`src/rtl/mips_fetch_pkg.sv`:
```
// Shared types and constants for the instruction fetch unit and its optional I-cache.
// ICACHE_EN selects the cache build in instr_fetch_unit.
package mips_fetch_pkg;

    typedef enum logic [1:0] {
        StIdle,
        StReq,
        StResp,
        StFault
    } fetch_state_e;

    localparam logic [31:0] TextBaseDefault = 32'h0040_0000;

    localparam int unsigned CacheIdxW    = 2;
    localparam int unsigned CacheTagW    = 6;
    localparam int unsigned CacheEntries = 1 << CacheIdxW;

endpackage

```
`src/rtl/instr_fetch_unit_if.sv`:
```
// Datapath-side fetch handshake and instruction-memory read port of the fetch unit.
// The fetch unit connects through the master modport, its environment through slave.
interface instr_fetch_unit_if;

    logic [31:0] cpu_addr;
    logic        cpu_read;
    logic [31:0] ins_data;
    logic        ins_valid;
    logic        stall;
    logic        fault;
    logic [9:0]  mem_addr;
    logic        mem_req;
    logic        mem_ack;
    logic [31:0] mem_rdata;

    modport master (
        input  cpu_addr, cpu_read, mem_ack, mem_rdata,
        output ins_data, ins_valid, stall, fault, mem_addr, mem_req
    );

    modport slave (
        output cpu_addr, cpu_read, mem_ack, mem_rdata,
        input  ins_data, ins_valid, stall, fault, mem_addr, mem_req
    );

endinterface

```
`src/rtl/icache_array.sv`:
```
// Direct-mapped instruction cache storage: valid bits (reset-cleared), tags and data words.
// Lookup is combinational; a write fills one entry on the clock edge.
module icache_array
    import mips_fetch_pkg::*;
(
    input  logic                 clock,
    input  logic                 reset,
    input  logic [CacheIdxW-1:0] rd_idx,
    input  logic [CacheTagW-1:0] rd_tag,
    output logic                 rd_hit,
    output logic [31:0]          rd_data,
    input  logic                 wr_en,
    input  logic [CacheIdxW-1:0] wr_idx,
    input  logic [CacheTagW-1:0] wr_tag,
    input  logic [31:0]          wr_data
);

    logic [CacheEntries-1:0] valid_q;
    logic [CacheTagW-1:0]    tag_q  [CacheEntries];
    logic [31:0]             data_q [CacheEntries];

    always_ff @(posedge clock or posedge reset) begin
        if (reset) begin
            valid_q <= '0;
        end else if (wr_en) begin
            valid_q[wr_idx] <= 1'b1;
        end
    end

    // Tag and data need no reset: they are qualified by valid_q.
    always_ff @(posedge clock) begin
        if (wr_en) begin
            tag_q[wr_idx]  <= wr_tag;
            data_q[wr_idx] <= wr_data;
        end
    end

    assign rd_hit  = valid_q[rd_idx] && (tag_q[rd_idx] == rd_tag);
    assign rd_data = data_q[rd_idx];

endmodule

```
`src/rtl/instr_fetch_unit.sv`:
```
// Instruction fetch unit: maps datapath byte addresses onto instruction memory and
// stalls the pipeline across misses. Define ICACHE_EN to add a 4-entry direct-mapped cache.
module instr_fetch_unit
    import mips_fetch_pkg::*;
#(
    parameter logic [31:0] TEXT_BASE = TextBaseDefault,
    parameter int unsigned MEM_WORDS = 1024
) (
    input logic                clock,
    input logic                reset,
    instr_fetch_unit_if.master bus
);

    fetch_state_e state_q, state_d;
    logic [9:0]   mem_addr_q, mem_addr_d;
    logic [31:0]  ins_data_q, ins_data_d;
    logic [31:0]  offset;
    logic         illegal;
    logic         hit;
    logic [31:0]  hit_data;

    // Memory is indexed by byte offset from the start of .text.
    assign offset  = bus.cpu_addr - TEXT_BASE;
    assign illegal = (bus.cpu_addr < TEXT_BASE) || (offset >= MEM_WORDS) ||
                     (bus.cpu_addr[1:0] != 2'b00);

`ifdef ICACHE_EN
    logic fill;
    assign fill = (state_q == StReq) && bus.mem_ack;

    icache_array u_icache (
        .clock   (clock),
        .reset   (reset),
        .rd_idx  (offset[3:2]),
        .rd_tag  (offset[9:4]),
        .rd_hit  (hit),
        .rd_data (hit_data),
        .wr_en   (fill),
        .wr_idx  (mem_addr_q[3:2]),
        .wr_tag  (mem_addr_q[9:4]),
        .wr_data (bus.mem_rdata)
    );
`else
    assign hit      = 1'b0;
    assign hit_data = '0;
`endif

    always_ff @(posedge clock or posedge reset) begin
        if (reset) begin
            state_q    <= StIdle;
            mem_addr_q <= '0;
            ins_data_q <= '0;
        end else begin
            state_q    <= state_d;
            mem_addr_q <= mem_addr_d;
            ins_data_q <= ins_data_d;
        end
    end

    always_comb begin
        state_d    = state_q;
        mem_addr_d = mem_addr_q;
        ins_data_d = ins_data_q;
        unique case (state_q)
            StIdle: begin
                if (bus.cpu_read) begin
                    if (illegal) begin
                        state_d = StFault;
                    end else begin
                        mem_addr_d = offset[9:0];
                        if (hit) begin
                            ins_data_d = hit_data;
                            state_d    = StResp;
                        end else begin
                            state_d = StReq;
                        end
                    end
                end
            end
            StReq: begin
                if (bus.mem_ack) begin
                    ins_data_d = bus.mem_rdata;
                    state_d    = StResp;
                end
            end
            StResp:  state_d = StIdle;
            StFault: state_d = StIdle;
            default: state_d = StIdle;
        endcase
    end

    // Outputs decode the state register so reset takes effect without waiting for a clock.
    assign bus.mem_req   = (state_q == StReq);
    assign bus.ins_valid = (state_q == StResp);
    assign bus.fault     = (state_q == StFault);
    assign bus.stall     = (state_q == StReq) || (state_q == StFault) ||
                           ((state_q == StIdle) && bus.cpu_read);
    assign bus.mem_addr  = mem_addr_q;
    assign bus.ins_data  = ins_data_q;

endmodule

```
`src/flat_wrapper.sv`:
```
// flat-port wrapper written by rule: the top's interface ports become plain ports
module instr_fetch_unit_flat import mips_fetch_pkg::*;
#(
    parameter logic [31:0] TEXT_BASE = TextBaseDefault,
    parameter int unsigned MEM_WORDS = 1024
)
  (clock, reset, bus_cpu_addr, bus_cpu_read, bus_mem_ack, bus_mem_rdata, bus_ins_data, bus_ins_valid, bus_stall, bus_fault, bus_mem_addr, bus_mem_req);
  instr_fetch_unit_if bus_i ();
  input logic clock;
  input logic reset;
  input wire logic [$bits(bus_i.cpu_addr)-1:0] bus_cpu_addr;
  input wire logic [$bits(bus_i.cpu_read)-1:0] bus_cpu_read;
  input wire logic [$bits(bus_i.mem_ack)-1:0] bus_mem_ack;
  input wire logic [$bits(bus_i.mem_rdata)-1:0] bus_mem_rdata;
  output wire logic [$bits(bus_i.ins_data)-1:0] bus_ins_data;
  output wire logic [$bits(bus_i.ins_valid)-1:0] bus_ins_valid;
  output wire logic [$bits(bus_i.stall)-1:0] bus_stall;
  output wire logic [$bits(bus_i.fault)-1:0] bus_fault;
  output wire logic [$bits(bus_i.mem_addr)-1:0] bus_mem_addr;
  output wire logic [$bits(bus_i.mem_req)-1:0] bus_mem_req;
  assign bus_i.cpu_addr = bus_cpu_addr;
  assign bus_i.cpu_read = bus_cpu_read;
  assign bus_i.mem_ack = bus_mem_ack;
  assign bus_i.mem_rdata = bus_mem_rdata;
  assign bus_ins_data = bus_i.ins_data;
  assign bus_ins_valid = bus_i.ins_valid;
  assign bus_stall = bus_i.stall;
  assign bus_fault = bus_i.fault;
  assign bus_mem_addr = bus_i.mem_addr;
  assign bus_mem_req = bus_i.mem_req;
  instr_fetch_unit #(.TEXT_BASE(TEXT_BASE), .MEM_WORDS(MEM_WORDS)) u_core (.clock(clock), .reset(reset), .bus(bus_i));
endmodule
```
`config.mk`:
```
export PLATFORM = sky130hd
export DESIGN_NAME = instr_fetch_unit_flat
export DESIGN_NICKNAME = d
export VERILOG_FILES = /design/src/rtl/mips_fetch_pkg.sv /design/src/rtl/instr_fetch_unit_if.sv /design/src/rtl/icache_array.sv /design/src/rtl/instr_fetch_unit.sv /design/src/flat_wrapper.sv
export SDC_FILE = /design/constraint.sdc
export NUM_CORES = 1
export LEC_CHECK = 0
export ABC_CLOCK_PERIOD_IN_PS = 3700
export CAP_MARGIN = 30
export CORE_ASPECT_RATIO = 1.25
export CORE_MARGIN = 5
export CORE_UTILIZATION = 40
export CTS_BUF_LIST = sky130_fd_sc_hd__clkbuf_4
export CTS_CLUSTER_SIZE = 16
export DETAILED_ROUTE_END_ITERATION = 10
export GPL_TIMING_DRIVEN = 0
export PLACE_DENSITY = 0.95
export SYNTH_ARGS = -nofsm -noshare
export SYNTH_HDL_FRONTEND = slang
export SYNTH_SLANG_ARGS = --single-unit
```
`constraint.sdc`:
```
create_clock -name clock -period 3.7 [get_ports clock]
set_input_delay 0.555 -clock clock [delete_from_list [all_inputs] [get_ports clock]]
set_output_delay 0.555 -clock clock [all_outputs]
set_load 0.02 [all_outputs]
```
==> summary.md, run 1 <==
| Metric | Value |
|---|---|
| Fmax achieved | approximately 0.4 GHz |
| WL final | slightly above 5000 um |
| Outcome | finished clean |
| Synth area leader | dfrtp_1 |
| Top cells by area, synth | dfrtp_1, mux2_2, nor4_1, nor4_4, and2b_2 |
| YS warnings | 0 |
| Max cap viols | 0 |
| CP top delay family | buffers and inverters |
| Worst slew margin | 58.82% |
| Post-CTS Setup Bufs | 0 |
| Switching part of the total | approximately 35% |
| PortBufs | roughly 110 |
| Post-route ant nets | 0 |
| Vias per cell | 4.872 |
| Combinational power share | between 50% and 60% |
| Global route overflow | 0 |
| IO Count | around 110 |
| CTS buffer count | 5 |
| Critical Path, Cell by Cell | clkdlybuf4s50_1, nand2_1, nand2b_1, clkdlybuf4s50_1 |
| Mapped cell area | between 0.0015 and 0.002 sq mm |
| GRT Total Usage | between 15 and 20% |
| Post-route setup TNS | 0 ns |
| Fillcell total | 285 |
| Fin. max-slew vios | 0 |
| Clk_lat worst skew | 0.35 ns |
| Die Y | roughly 84 um |
| Final setup vio count | 0 |
| ANT cells | 0 |
| CP Class | in2out |
| Cell with the largest stage delay on the worst path | clkdlybuf4s50_1 |
| Hpwl dp | approximately 4300 um |
| PD cells | 682.6 mW/mm^2 |
| CP startpoint kind | input port |
| Vias in the first global route | between 1,500 and 2,000 |
| Largest net degree at the start of global routing | 33 |
| Layout net count | about 300 |
| CTS tree | done |
| Root Buffer | clkbuf_4 |
| RSZ-0062 raised after global routing | false |
| Final Hold Violating Endpoints | 0 |
| First-pass GRT wire length | between 7000 and 8000 um |
| Post-synth top area share | 63.68% |
| Initial core utilization | 41.85% |
| DIE AREA | 0.005746 sq mm |
| Hold crit path type | in2async |
| Final Critical Period | ~2.5 ns |
| DRC viols | 0 |
| Slew @ Worst Pin | 0.6131 ns |
| Initial antenna violation count | 0 |
| Placer congestion estimate | just over 0.7 |
| # rows | 26 |
| Drt first pass iters | 4 |
| Worst EP arrival | 1.91 ns |
| Syn-to-layout area delta | 73.59% |
| CP Capture Type | output port |
| Post-DR wirelength/cell | around 18 um |
| Synth Register Bits | 44 |
| CTS Buffer Depth | 2 |
| Reg clk slew, reported paths | between 0.1 and 0.15 ns |
| Peak VDD IR | between 0.0003 and 0.0004 V |
| Crit path buffers/inverters | 2 |
| PostCTS Resize Cnt | 0 |
| Tot Pwr | just over 2 mW |
| TritonCTS sink count | 44 |
| Lkg Pwr | roughly 1.3 nW |
| Post-Route Skew | between 0.01 and 0.015 ns |
| Htree depth | 2 |
| Synthesized instance count | around 110 |
| Count of cell types in the netlist | 18 |
| Max incr delay on CP | around 0.61 ns |
| Vias | ~1,400 |
| Share of cells above drive strength 1 | a little under a quarter |
| Crit share post-route | between 60% and 70% |
| Clock power frac | a little over a tenth |
| Mapped Nets | 180 |
| Critical Path Most Common Cell | clkdlybuf4s50_1 |
| Data required, critical path | ~3.1 ns |
| Int Power | approximately 1.3 mW |
| Hold_buf cts | 0 |
| Post-synthesis sequential area ratio | roughly 64% |
| Core box area | 0.004131 sq mm |
| NetSw | roughly 0.72 mW |
| DRT iter0 DRCs | 18 |
| Mean post-synth cell area | around 15 sq um |
| Seq pwr share | between 30% and 40% |
| Crit path max fanout | 4 |
| Die Span X | around 69 um |
==> cell usage after synthesis <==
cell and n:
o21ai_0 1, nor4_4 1, nor2b_1 1, dfrtp_1 44, mux2_2 40, nor3_1 1
a21oi_1 1, nor4_1 5, xor2_1 1, inv_1 2, nor4b_2 1, nand2_1 3
buf_1 3, and2_1 1, and2b_2 2, nand4_1 1, nor2_1 2, nand2b_1 2
==> final timing paths <==
kind	depth (start not counted)	end	slack (ns)	from
max in group asynchronous	3	u_core.bus.ins_data[28]	2.78	reset
worst max register to register	4	u_core.bus.mem_addr[2]	1.84	u_core.state_q[0]
min in group clock	1	u_core.bus.mem_addr[0]	0.51	u_core.bus.mem_addr[0]
worst min register to register	1	u_core.bus.mem_addr[0]	0.51	u_core.bus.mem_addr[0]
worst max-delay path	4	bus_stall	1.24	bus_cpu_read
worst min-delay path	2	u_core.bus.ins_data[8]	0.46	reset
==> flip-flops by register name, summed over array words and instances, names as in the netlist <==
signal / cells
u_core.bus.ins_data: 32
u_core.state_q: 2
u_core.bus.mem_addr: 10
==> worst reg2reg max path, delay by kind of cell (launching register included) <==
family,cells,cell delay [ns]
multiplexers,1,0.42
AND/OR/NAND/NOR,3,0.88
flip-flops,1,0.45
==> metal layers <==
| metal | vias to the layer above | global-route usage [%] | share of wire (%) |
|---|---|---|---|
| met5 | - | 0 | 0 |
| met4 | 0 | 5.674 | 2.2 |
| met3 | 10 | 8.086 | 16 |
| met2 | 84 | 33.10 | 52 |
| met1 | 682 | 16.02 | 30 |
| li1 | 637 | - | - |
==> layout by cell type (no fill, tap or decap), drive strengths merged <==
cell and instances:
clkdlybuf4s50 113, dfrtp 44, mux2 40, nor4 6
clkbuf 5, buf 4, nand2 3, clkinv 3
nor2 2, nand2b 2, and2b 2, inv 2
nor4b 1, nor3 1, nand4 1, xor2 1
a21oi 1, and2 1, nor2b 1, o21ai 1
==> cells by family after synthesis <==
| family | count (synthesis) | share of synthesized area (%) |
|---|---|---|
| muxes | 40 | 26.05 |
| DFF | 44 | 63.68 |
| buffers and inverters | 5 | 1.085 |
| xor gates and xnor gates | 1 | 0.5066 |
| AOI/OAI and AO/OA | 2 | 0.5783 |
| and+or+nand+nor | 20 | 8.105 |
==> layout make-up <==
| class | count | area (sq um) | area share, % |
|---|---|---|---|
| buffer | 3 | 11.26 | 0.3752 |
| clock buffer | 5 | 37.54 | 1.251 |
| clock inverter | 3 | 13.76 | 0.4585 |
| inverter | 2 | 7.507 | 0.2501 |
| multi-input combinational | 63 | 609.3 | 20.30 |
| sequential | 44 | 1101 | 36.68 |
| tap | 56 | 70.07 | 2.334 |
| timing repair buffer | 114 | 1151 | 38.35 |
==> through the flow <==
step	cell area [sq um]	hold WS (ns)	worst slack [ns]	std cells	utilization, %
5_1_grt	3002	0.4590	1.192	290	72.65
2_1_floorplan	1729	0.5569	1.700	112	-
6_report	3002	0.4559	1.240	290	72.65
4_1_cts	3002	0.4474	1.229	290	72.65
3_3_place_gp	2930	0.4841	1.085	281	70.93
3_5_place_dp	2950	0.4881	1.006	282	71.41
==> power by group through the flow <==
| stage | Sequential, mW | Combinational [mW] | Clock, mW |
|---|---|---|---|
| 4_1_cts | 0.771 | 1.08 | 0.228 |
| 6_report | 0.770 | 1.06 | 0.216 |
| 2_1_floorplan | 0.994 | 0.300 | 0 |
| 3_3_place_gp | 0.763 | 1.05 | 0 |
| 5_1_grt | 0.794 | 1.13 | 0.243 |
| 3_5_place_dp | 0.783 | 1.08 | 0 |
No activity file was read; power rests on OpenSTA's default activity.
==> run 2, diff against run 1 <==
--- a/config.mk
+++ b/config.mk
@@ -5,16 +5,16 @@
 export SDC_FILE = /design/constraint.sdc
 export NUM_CORES = 1
 export LEC_CHECK = 0
-export ABC_CLOCK_PERIOD_IN_PS = 3700
+export ABC_CLOCK_PERIOD_IN_PS = 2200
 export CAP_MARGIN = 30
 export CORE_ASPECT_RATIO = 1.25
 export CORE_MARGIN = 5
-export CORE_UTILIZATION = 40
+export CORE_UTILIZATION = 33
 export CTS_BUF_LIST = sky130_fd_sc_hd__clkbuf_4
 export CTS_CLUSTER_SIZE = 16
 export DETAILED_ROUTE_END_ITERATION = 10
 export GPL_TIMING_DRIVEN = 0
-export PLACE_DENSITY = 0.95
+export PLACE_DENSITY = 0.86
 export SYNTH_ARGS = -nofsm -noshare
 export SYNTH_HDL_FRONTEND = slang
 export SYNTH_SLANG_ARGS = --single-unit
==> constraint.sdc (replaced) <==
create_clock -name clock -period 2.2 [get_ports clock]
set_input_delay 0.33 -clock clock [delete_from_list [all_inputs] [get_ports clock]]
set_output_delay 0.33 -clock clock [all_outputs]
set_load 0.02 [all_outputs]
==> run 2 against run 1 <==
Against the previous run: total power increased by 67%; die area increased by 18%; first-iteration DRC count increased to 2.5 times the previous value; critical path depth increased by 1; worst hold slack got worse by 0.16 ns; register-to-register slack got worse by 1.5 ns; setup slack got worse by 1.1 ns; non-clock buffer count unchanged; combinational power increased by 67%; routed wire length decreased by 12%; clock skew decreased by 0.0058 ns; sequential power increased by 66%; critical endpoint is now u_core.bus.mem_addr[8].
==> summary.md, run 2 (same netlist as run 1, synthesis figures left out) <==
| Metric | Value |
|---|---|
| Outcome | finished clean (unchanged) |
| Global route overflow | 0 (unchanged) |
| PD cells | 1136 mW/mm^2 (was 682.6 mW/mm^2) |
| GR Layer Usage met2 | 25.44% (was 33.10%) |
| # rows | 29 (was 26) |
| Int Power | 2.253 mW (was 1.324 mW) |
| GR Util met1 | 12.71% (was 16.02%) |
| Root Buffer | clkbuf_4 (unchanged) |
| Core box area | 0.005080 sq mm (was 0.004131 sq mm) |
| Post-route ant nets | 0 (unchanged) |
| Largest register FFs | 32 (unchanged) |
| Fin. max-slew vios | 0 (unchanged) |
| Share of cells above drive strength 1 | 22.65% (unchanged) |
| CP Capture Type | flop (was output port) |
| Clock power frac | 11.1% (was 10.5%) |
| Crit path max fanout | 10 (was 4) |
| Vias | 1,356 (was 1,413) |
| Hpwl dp | 3721 um (was 4298 um) |
| Final Hold Violating Endpoints | 0 (unchanged) |
| Setup slack after layout | 0.1338 ns (was 1.240 ns) |
| RSZ-0062 raised after global routing | false (unchanged) |
| Initial antenna violation count | 0 (unchanged) |
| Drt first pass iters | 4 (unchanged) |
| Die Y | 90.93 um (was 83.51 um) |
| GR Layer Usage met3 | 5.304% (was 8.086%) |
| Vias per cell | 4.581 (was 4.872) |
| TritonCTS sink count | 44 (unchanged) |
| Seq pwr share | 37.4% (was 37.6%) |
| Clk_lat worst skew | 0.34 ns (was 0.35 ns) |
| Lkg Pwr | 1.280 nW (was 1.269 nW) |
| Fillcell total | 448 (was 285) |
| IO Count | 114 (unchanged) |
| NetSw | 1.173 mW (was 0.7250 mW) |
| Reg2reg start | u_core.state_q[0] (unchanged) |
| GRT Total Usage | 13.58% (was 17.75%) |
| Initial core utilization | 34.04% (was 41.85%) |
| Die Span X | 74.75 um (was 68.81 um) |
| CTS tree | done (unchanged) |
| Switching part of the total | 34.24% (was 35.38%) |
| Cells on worst reg2reg path | 4 (unchanged) |
| DIE AREA | 0.006797 sq mm (was 0.005746 sq mm) |
| Post-Route Skew | 0.006775 ns (was 0.01255 ns) |
| Reg clk slew, reported paths | 0.11 ns (was 0.13 ns) |
| CTS buffer count | 5 (unchanged) |
| Layout net count | 301 (unchanged) |
| CP Class | in2reg (was in2out) |
| Worst EP arrival | 2.30 ns (was 1.91 ns) |
| Crit share post-route | approximately 94% |
| Post-CTS Setup Bufs | 0 (unchanged) |
| CP startpoint kind | input port (unchanged) |
| Post-DR wirelength/cell | 15.26 um (was 17.70 um) |
| Slew @ Worst Pin | 0.6553 ns (was 0.6131 ns) |
| Worst slew margin | 55.98% (was 58.82%) |
| Final setup vio count | 0 (unchanged) |
| Placer congestion estimate | 0.7381 (was 0.7134) |
| CTS Buffer Depth | 2 (unchanged) |
| First-pass GRT wire length | 7031 um (was 7583 um) |
| DRT iter0 DRCs | 45 (was 18) |
| Vias in the first global route | 1,534 (was 1,535) |
| Combinational power share | 51.5% (was 51.9%) |
| GR peak layer | met2 (unchanged) |
| Worst hold slack | 0.3009 ns (was 0.4559 ns) |
| Final Critical Period | between 2 and 2.5 ns |
| Max cap viols | 0 (unchanged) |
| Peak VDD IR | 0.0008060 V (was 0.0003712 V) |
| Dpl ws | -0.3087 ns (was 1.006 ns) |
| DRC viols | 0 (unchanged) |
| Worst R2R Setup Slack | 0.32 ns (was 1.84 ns) |
| WL final | 4518 um (was 5132 um) |
| Syn-to-layout area delta | 74.46% (was 73.59%) |
| Largest net degree at the start of global routing | 26 (was 33) |
| PortBufs | 113 (unchanged) |
| Fmax achieved | between 0.4 and 0.5 GHz |
| Utilization after layout | 59.38% (was 72.65%) |
| Htree depth | 2 (unchanged) |
| RR Endpoint | u_core.bus.mem_addr[8] (was u_core.bus.mem_addr[2]) |
| Data required, critical path | 2.44 ns (was 3.14 ns) |
| ANT cells | 0 (unchanged) |
| Hold crit path type | in2async (unchanged) |
| Most frequent cells in the layout | clkdlybuf4s50_1, dfrtp_1, mux2_2 (unchanged) |
| Most common cell after layout, fill and taps aside | clkdlybuf4s50_1 (unchanged) |
-- run 2: through the flow --
step	cell area, sq um	total power [mW]	std cells	setup TNS (ns)
CTS	3014	3.494	296	0
finish	3017	3.426	296	0
detailed placement	2958	3.102	288	-2.663
floorplan	1729	2.177	112	0
global route	3017	3.651	296	0
global placement	2938	3.047	287	-6.059
-- run 2: layer usage --
metal / routed length [um] / vias to the layer above / part of all wire, %
li1: - / 638 / -
met1: 1442 / 638 / 32
met2: 2417 / 73 / 53
met3: 573 / 7 / 13
met4: 85 / 0 / 1.9
met5: 0 / - / 0
-- run 2: what timing repair did --
action | in CTS | in global routing
hold buffers | 0 | 0
setup endpoints to repair | 0 | 9
resized for setup | 0 | 1
-- run 2: layout make-up --
class                   count  area [sq um]  area share (%)
flip-flops and latches     44          1101           36.50
multi-input cells          63         609.3           20.20
repair buffers            114          1154           38.24
inverters                   2         7.507          0.2489
plain buffers               3         11.26          0.3733
clock inverters             1         3.754          0.1244
well taps                  62         77.57           2.572
clock buffers               7         52.55           1.742
-- run 2: power by group through the flow --
stage                     combinational (mW)  clock (mW)  sequential, mW
after global placement                  1.76           0            1.28
after CTS                               1.80       0.405            1.29
after floorplan                        0.505           0            1.67
after global routing                    1.87       0.446            1.34
final                                   1.77       0.380            1.28
after detailed placement                1.80           0            1.31
-- run 2: critical path, cell delays in order --
cell and delay, ns:
clkdlybuf4s50_1 0.43, nor4b_2 0.29, nand4_1 0.22, nor4_4 0.62, mux2_2 0.42
-- run 2: how the worst max path moves through the flow --
| stage | to | start | cells past startpoint |
|---|---|---|---|
| floorplan | u_core.bus.mem_addr[2] | bus_cpu_addr[29] | 4 |
| global placement | u_core.bus.mem_addr[8] | bus_cpu_addr[23] | 5 |
| detailed placement | u_core.bus.mem_addr[8] | bus_cpu_addr[29] | 5 |
| CTS | bus_stall | u_core.state_q[0] | 4 |
| global route | u_core.bus.mem_addr[8] | bus_cpu_addr[29] | 5 |
| finish | u_core.bus.mem_addr[8] | bus_cpu_addr[25] | 5 |
